==> src/rtl/csr_trap_ctrl.sv <==
// Machine-mode CSR owner and trap sequencer: interrupt entry, MRET and WFI.
// Optional mcycle/minstret counters are built only when CSR_COUNTER_EN is defined.
module csr_trap_ctrl #(
  parameter logic [31:0] MTVEC_BASE = 32'h0001_0000
) (
  input  logic        clk,
  input  logic        rst,
  input  logic        interrupt_i,
  input  logic        mret_i,
  input  logic        wfi_i,
  input  logic        pipe_empty_i,
  input  logic [31:0] pc_i,
  input  logic        instret_i,
  input  logic        csr_we_i,
  input  logic [11:0] csr_waddr_i,
  input  logic [31:0] csr_wdata_i,
  input  logic [11:0] csr_raddr_i,
  output logic [31:0] csr_rdata_o,
  output logic        stall_o,
  output logic        flush_o,
  output logic        redirect_valid_o,
  output logic [31:0] redirect_pc_o
);

  localparam logic [11:0] A_MSTATUS   = 12'h300;
  localparam logic [11:0] A_MIE       = 12'h304;
  localparam logic [11:0] A_MTVEC     = 12'h305;
  localparam logic [11:0] A_MEPC      = 12'h341;
  localparam logic [11:0] A_MIP       = 12'h344;
  localparam logic [11:0] A_MCYCLE    = 12'hB00;
  localparam logic [11:0] A_MINSTRET  = 12'hB02;
  localparam logic [11:0] A_MCYCLEH   = 12'hB80;
  localparam logic [11:0] A_MINSTRETH = 12'hB82;

  typedef enum logic [2:0] {
    S_IDLE, S_WFI, S_DRAIN, S_SAVE, S_JUMP, S_MRET
  } state_e;

  state_e      state_q, state_d;
  logic        mie_q, mie_d, mpie_q, mpie_d, meie_q, meie_d;
  logic [29:0] mepc_q, mepc_d;
  logic        stall_q, stall_d, flush_q, flush_d, rv_q, rv_d;
  logic [31:0] rpc_q, rpc_d;
  logic        take_irq;

  assign take_irq = mie_q & meie_q & interrupt_i;

  // Software writes land first so SAVE/MRET hardware updates override them.
  always_comb begin
    state_d = state_q;
    mie_d   = mie_q;
    mpie_d  = mpie_q;
    meie_d  = meie_q;
    mepc_d  = mepc_q;
    if (csr_we_i) begin
      case (csr_waddr_i)
        A_MSTATUS: begin
          mie_d  = csr_wdata_i[3];
          mpie_d = csr_wdata_i[7];
        end
        A_MIE:   meie_d = csr_wdata_i[11];
        A_MEPC:  mepc_d = csr_wdata_i[31:2];
        default: ;
      endcase
    end
    case (state_q)
      S_IDLE: begin
        if (take_irq)    state_d = S_DRAIN;
        else if (mret_i) state_d = S_MRET;
        else if (wfi_i)  state_d = S_WFI;
      end
      S_WFI: begin
        if (interrupt_i && meie_q) state_d = mie_q ? S_DRAIN : S_IDLE;
      end
      S_DRAIN: begin
        if (pipe_empty_i) state_d = S_SAVE;
      end
      S_SAVE: begin
        mepc_d  = pc_i[31:2];
        mpie_d  = mie_q;
        mie_d   = 1'b0;
        state_d = S_JUMP;
      end
      S_JUMP: state_d = S_IDLE;
      S_MRET: begin
        mie_d   = mpie_q;
        mpie_d  = 1'b1;
        state_d = S_IDLE;
      end
      default: state_d = S_IDLE;
    endcase
    stall_d = (state_d != S_IDLE);
    flush_d = (state_d == S_JUMP) || (state_d == S_MRET);
    rv_d    = flush_d;
    rpc_d   = '0;
    if (state_d == S_JUMP)      rpc_d = MTVEC_BASE;
    else if (state_d == S_MRET) rpc_d = {mepc_d, 2'b00};
  end

  always_ff @(posedge clk) begin
    if (rst) begin
      state_q <= S_IDLE;
      mie_q   <= 1'b0;
      mpie_q  <= 1'b0;
      meie_q  <= 1'b0;
      mepc_q  <= '0;
      stall_q <= 1'b0;
      flush_q <= 1'b0;
      rv_q    <= 1'b0;
      rpc_q   <= '0;
    end else begin
      state_q <= state_d;
      mie_q   <= mie_d;
      mpie_q  <= mpie_d;
      meie_q  <= meie_d;
      mepc_q  <= mepc_d;
      stall_q <= stall_d;
      flush_q <= flush_d;
      rv_q    <= rv_d;
      rpc_q   <= rpc_d;
    end
  end

  assign stall_o          = stall_q;
  assign flush_o          = flush_q;
  assign redirect_valid_o = rv_q;
  assign redirect_pc_o    = rpc_q;

`ifdef CSR_COUNTER_EN
  logic [63:0] mcycle_q, mcycle_d, minstret_q, minstret_d;

  // A software write to one half replaces that half's incremented value.
  always_comb begin
    mcycle_d   = mcycle_q + 64'd1;
    minstret_d = minstret_q + 64'(instret_i);
    if (csr_we_i) begin
      case (csr_waddr_i)
        A_MCYCLE:    mcycle_d[31:0]    = csr_wdata_i;
        A_MCYCLEH:   mcycle_d[63:32]   = csr_wdata_i;
        A_MINSTRET:  minstret_d[31:0]  = csr_wdata_i;
        A_MINSTRETH: minstret_d[63:32] = csr_wdata_i;
        default: ;
      endcase
    end
  end

  always_ff @(posedge clk) begin
    if (rst) begin
      mcycle_q   <= '0;
      minstret_q <= '0;
    end else begin
      mcycle_q   <= mcycle_d;
      minstret_q <= minstret_d;
    end
  end
`else
  logic counters_unused;
  assign counters_unused = instret_i;
`endif

  logic bits_unused;
  assign bits_unused = ^{csr_wdata_i[1:0], pc_i[1:0]};

  always_comb begin
    csr_rdata_o = '0;
    case (csr_raddr_i)
      A_MSTATUS:   csr_rdata_o = {19'd0, 2'b11, 3'd0, mpie_q, 3'd0, mie_q, 3'd0};
      A_MIE:       csr_rdata_o = {20'd0, meie_q, 11'd0};
      A_MTVEC:     csr_rdata_o = MTVEC_BASE;
      A_MEPC:      csr_rdata_o = {mepc_q, 2'b00};
      A_MIP:       csr_rdata_o = {20'd0, interrupt_i, 11'd0};
`ifdef CSR_COUNTER_EN
      A_MCYCLE:    csr_rdata_o = mcycle_q[31:0];
      A_MCYCLEH:   csr_rdata_o = mcycle_q[63:32];
      A_MINSTRET:  csr_rdata_o = minstret_q[31:0];
      A_MINSTRETH: csr_rdata_o = minstret_q[63:32];
`endif
      default:     csr_rdata_o = '0;
    endcase
  end

endmodule

==> config.mk <==
export PLATFORM = sky130hd
export DESIGN_NAME = csr_trap_ctrl
export DESIGN_NICKNAME = d
export VERILOG_FILES = /design/src/rtl/csr_trap_ctrl.sv
export SDC_FILE = /design/constraint.sdc
export NUM_CORES = 1
export LEC_CHECK = 0
export CORE_MARGIN = 2
export CORE_UTILIZATION = 40
export CTS_BUF_LIST = sky130_fd_sc_hd__clkbuf_2
export CTS_CLUSTER_SIZE = 16
export DETAILED_ROUTE_END_ITERATION = 7
export PLACE_DENSITY = 0.94
export SLEW_MARGIN = 20
export SYNTH_ARGS = -nofsm -noshare
export SYNTH_HDL_FRONTEND = slang
export SYNTH_SLANG_ARGS = --single-unit
==> constraint.sdc <==
create_clock -name clk -period 1.75 [get_ports clk]
set_clock_uncertainty 0.15 [all_clocks]
set_input_delay 0.175 -clock clk [delete_from_list [all_inputs] [get_ports clk]]
set_output_delay 0.175 -clock clk [all_outputs]
set_load 0.02 [all_outputs]
== Word level (Yosys, flattened, before mapping) ==
Cells that the tools add are included.

* Register bits: 70
* Input bits: 96
* Output and inout port bits: 67
* Logic and storage cells: 56

* Equal/unequal tests: 14
* Multiplexer cells: 19
* Bitwise operators: 3
* Reductions and logical operators: 10

{| class="wikitable"
|+ Operators with widths
! cell !! count
|-
| 32-bit one-hot mux with 5 select lines || 1
|-
| 12-bit by 10-bit equality test with 1-bit output (second input constant) || 8
|-
| 30-bit 2-to-1 mux || 3
|-
| 17-bit 2-to-1 mux || 2
|-
| 3-bit 2-to-1 mux || 5
|-
| 3-bit one-hot mux with 4 select lines || 1
|-
| 3-bit equality test (second input constant) || 3
|-
| 3-bit nonzero test || 3
|-
| 3-bit by 2-bit equality test with 1-bit output (second input constant) || 2
|-
| 1-bit 2-to-1 mux || 4
|-
| 1-bit one-hot mux with 2 select lines || 2
|-
| 2-bit AND reduction || 2
|-
| 3-bit by 1-bit equality test with 1-bit output (second input constant) || 1
|-
| 3-bit logical NOT || 1
|-
| 3-bit OR reduction || 1
|-
| 1-bit AND || 2
|-
| 2-bit 2-to-1 mux || 1
|-
| 2-bit OR reduction || 1
|-
| 1-bit logical AND || 1
|-
| 1-bit logical OR || 1
|-
| 1-bit inverter || 1
|}

== Longest topological paths before layout ==
* Depth in word-level cells: 7
* Gate-level depth with buffers: 7
* Depth with buffers taken out: 5

== Least setup slack after synthesis ==
Ideal clock, no wire load.

* Kind: input to output
* From: input csr_raddr_i[10]
* To: output csr_rdata_o[21]
* Arrival: 1.371 ns
* Required time: 1.425 ns
* Path slack: 0.054 ns
* Stages: 6
* Buffers on the path: 2
* Cells stage by stage: and4bb_2 > nand4_1 > nor3b_1 > buf_4 > clkbuf_2 > and2_1

* Longest elaborated chain between the ends: 2
* Elaborated cells on any way between the ends: 6
* Those cells by class: eq/ne (5); mux (1)

{| class="wikitable"
|+ Ends and longest elaborated chain
! element !! RTL line !! source
|-
| start, declared || 17 || <nowiki>input logic [11:0] csr_raddr_i,</nowiki>
|-
| 12-bit by 10-bit equality test with 1-bit output || 166 || <nowiki>case (csr_raddr_i)</nowiki>
|-
| 32-bit one-hot mux with 5 select lines * || 166 ||
|-
| end, declared || 18 || <nowiki>output logic [31:0] csr_rdata_o,</nowiki>
|}

Every way passes the cells marked *; elsewhere a longest branch is shown, timed or not.

== Worst setup path after layout ==
* From: input csr_raddr_i[10]
* To: output csr_rdata_o[3]

Same word-level chain as after synthesis.

==> impl_metrics.py <==
metrics = {
    "finish": {
        "share_of_post_route_cells_with_drive_strength_above_1": 0.2490,
        "antenna-diode-count": 0,
        "post_route_insts_no_fill": 617,
        "layout_common_cells": "sky130_fd_sc_hd__clkdlybuf4s50_1, sky130_fd_sc_hd__dfxtp_1, sky130_fd_sc_hd__nand2_1",
        "layout.cells.most_common": "sky130_fd_sc_hd__clkdlybuf4s50_1",
        "area_growth_syn_to_layout_pct": 71.89,
        "nets": 609,
    },
    "pwr": {
        "leakage_uw": 0.002116,
        "share_seq_of_total_power": 0.516,
        "pwr-share-clk": 0.358,
        "combinationalPowerShare": 0.126,
        "total_power_per_unit_cell_area_nw_per_um2": 604.4,
        "netSwitchingPower_uw": 772.7,
        "switching_share": 0.2524,
        "p_int_uw": 2288,
        "vdd_drop_max_uv": 413.1,
    },
    "yosys": {
        "ys_ff_latch": 68,
        "synth.cell_area_sq_um": 2947,
        "synth_cells": 345,
        "syn-mean-instance-area_sq_um": 8.541,
        "postSynth.asyncResetShare": 0,
        "synth_enable_flop_cells": 0,
        "yosysSeqAreaShare": 0.4620,
        "synth.lib_cells_used.distinct": 42,
        "most_used_flip_flop_cell_after_synthesis": "sky130_fd_sc_hd__dfxtp_1",
        "ys.warnings.count": 0,
    },
    "setup_path": {
        "cp_max_fo": 5,
        "worst_setup_path_start_kind": "primary input",
        "criticalPathCategory": "primary input to primary output",
        "crit_end_category": "primary output",
        "r2r.worst_path.cells": 5,
        "arrival_ns": 1.59,
        "cp_data_required_time_ns": 1.42,
    },
    "routing": {
        "antenna_left": 0,
        "routedWlPerCell_um": 17.11,
        "wirelength_um": 10550,
        "drcViolationCount": 0,
        "vias_per_cell": 5.389,
        "drt-initial-drc-count": 128,
        "drt_pre_antenna_iters": 4,
        "routed_via_count": 3325,
    },
    "timing": {
        "hold_violations": 0,
        "timing.final.max_slew_violations": 0,
        "layout_worst_path_cycle_share": 1.097,
        "setup_viol_count_final": 29,
        "grt_setup_unrepaired": "true",
        "max_clock_freq_ghz": 0.5209,
        "setup_slack_ns": -0.1696,
        "layout_min_cycle_time_ns": 1.920,
    },
    "floorplan": {
        "placementRows": 31,
        "core_area_sq_um": 7176,
        "top_level_ports": 163,
        "initial_utilization": 0.4106,
        "design.die.area_sq_um": 8069,
        "die-height_um": 89.83,
        "die_w_um": 89.83,
    },
    "run_status": {
        "status": "finished with violations",
        "violated_checks": "setup timing",
    },
    "min_path": {
        "min_delay_path_depth": 3,
        "min-delay-path-class": "primary input to flip-flop",
    },
    "global_routing": {
        "grt_start_max_net_pins": 57,
        "grt_use_total": 0.2449,
        "grt_pass1_wl_um": 16060,
        "antenna_found_initial": 0,
        "grt_pass1_vias": 3442,
        "grt_overflow_total": 0,
    },
    "clock_network": {
        "worst_skew_pair.late_latency_ns": 0.49,
        "cts_htree_levels": 3,
        "cts_tree": "yes",
        "bufs_on_longest_clock_path": 2,
        "clock_sink_count": 68,
        "cts_root_buf": "sky130_fd_sc_hd__clkbuf_2",
        "clk_transition_reported_paths_ns": 0.24,
        "cts-buffers-inserted": 9,
    },
    "placed_design": {
        "dp_slack_ns": -1.068,
        "port_buffers": 153,
        "dpl.cell_count": 593,
        "gp_congestion": 0.8730,
        "hpwl_um": 7297,
    },
    "flow_run": {
        "max_cap_viol_count": 0,
    },
}
-- Yosys cell counts (4+ instances only) --
master	number	area (sq um)
sky130_fd_sc_hd__a311oi_1	31	271.5
sky130_fd_sc_hd__nand3_1	4	20.02
sky130_fd_sc_hd__nand4_1	4	25.02
sky130_fd_sc_hd__dfxtp_1	68	1361
sky130_fd_sc_hd__clkbuf_1	15	56.30
sky130_fd_sc_hd__nor3_1	4	20.02
sky130_fd_sc_hd__nand2b_1	4	25.02
sky130_fd_sc_hd__buf_4	6	45.04
sky130_fd_sc_hd__inv_1	7	26.28
sky130_fd_sc_hd__nand2_2	5	31.28
sky130_fd_sc_hd__nand2_1	60	225.2
sky130_fd_sc_hd__nor2_1	35	131.4
sky130_fd_sc_hd__and2_1	26	162.7
sky130_fd_sc_hd__a31oi_1	31	193.9
sky130_fd_sc_hd__buf_2	6	30.03
-- critical path: stages --
cell and delay, ns:
sky130_fd_sc_hd__buf_6 0.09, sky130_fd_sc_hd__and4bb_2 0.29, sky130_fd_sc_hd__nand4_1 0.16, sky130_fd_sc_hd__nor3b_2 0.27, sky130_fd_sc_hd__buf_6 0.18, sky130_fd_sc_hd__clkbuf_16 0.15
sky130_fd_sc_hd__a22o_1 0.14, sky130_fd_sc_hd__buf_6 0.12
-- logic make-up (layout without fill, tap and decap cells) --
logic type / after synthesis / in the layout / share of synthesized area
AND/OR/NAND/NOR: 154 / 154 / 0.2565
AO/OA/AOI/OAI: 80 / 80 / 0.2017
flip-flops: 68 / 68 / 0.4620
buffers and inverters: 40 / 210 / 0.07219
other: 1 / 4 / 0.001273
XOR/XNOR: 1 / 1 / 0.002973
multiplexers: 1 / 1 / 0.003397
-- cell type report --
type                       count  area (sq um)
fill                         538          2111
timing repair buffer         187          1899
tap                           99         123.9
clock buffer                   9         45.04
inverter                       7         26.28
multi-input combinational    240          1506
clock inverter                 7         98.84
sequential                    68          1365
-- worst paths after layout --
check,start,slack (ns),to
min reg2reg,mepc_q[28],0.35,redirect_pc_o[30]
max reg2reg,state_q[1],0.07,mpie_q
max,csr_raddr_i[10],-0.17,csr_rdata_o[3]
min,csr_wdata_i[23],0.09,mepc_q[21]
-- per-stage QoR --
stage | instance area, sq um | hold slack, ns | TNS [ns] | util | power [uW]
CTS | 4922 | 0.07637 | -2.307 | 0.6860 | 3057
global placement | 4727 | 0.3240 | -34.79 | 0.6588 | 1976
detailed placement | 4727 | 0.3416 | -39.49 | 0.6588 | 1989
finish | 5065 | 0.09019 | -3.785 | 0.7058 | 3061
global route | 5065 | 0.06163 | -5.950 | 0.7058 | 3156
floorplan | 2958 | 0.1689 | 0 | - | 1715
-- power by group through the flow --
stage	clock (uW)	combinational, uW	sequential [uW]
final	1100	386	1580
after global routing	1170	407	1580
after CTS	1110	375	1580
after detailed placement	0	382	1610
after global placement	0	369	1610
after floorplan	0	106	1610
-- registers in the layout, indices dropped and copies added, names as in the netlist --
| name | flops |
|---|---|
| mepc_q | 30 |
| mpie_q | 1 |
| meie_q | 1 |
| stall_o | 1 |
| state_q | 3 |
| mie_q | 1 |
| redirect_valid_o | 1 |
| redirect_pc_o | 30 |
-- routing by layer --
metal,up-vias,track usage,wire [um]
met4,0,0.1269,348
met1,1585,0.2471,3845
li1,1561,-,-
met2,153,0.4628,5664
met5,-,0,0
met3,26,0.06119,696
-- repair_timing --
action,CTS,global route
setup endpoints to repair,63,51
hold buffers,0,0
cloned,1,3
setup buffers,2,3
resized for setup,250,30
pin swaps,6,31
(Power assumes the default switching activity.)
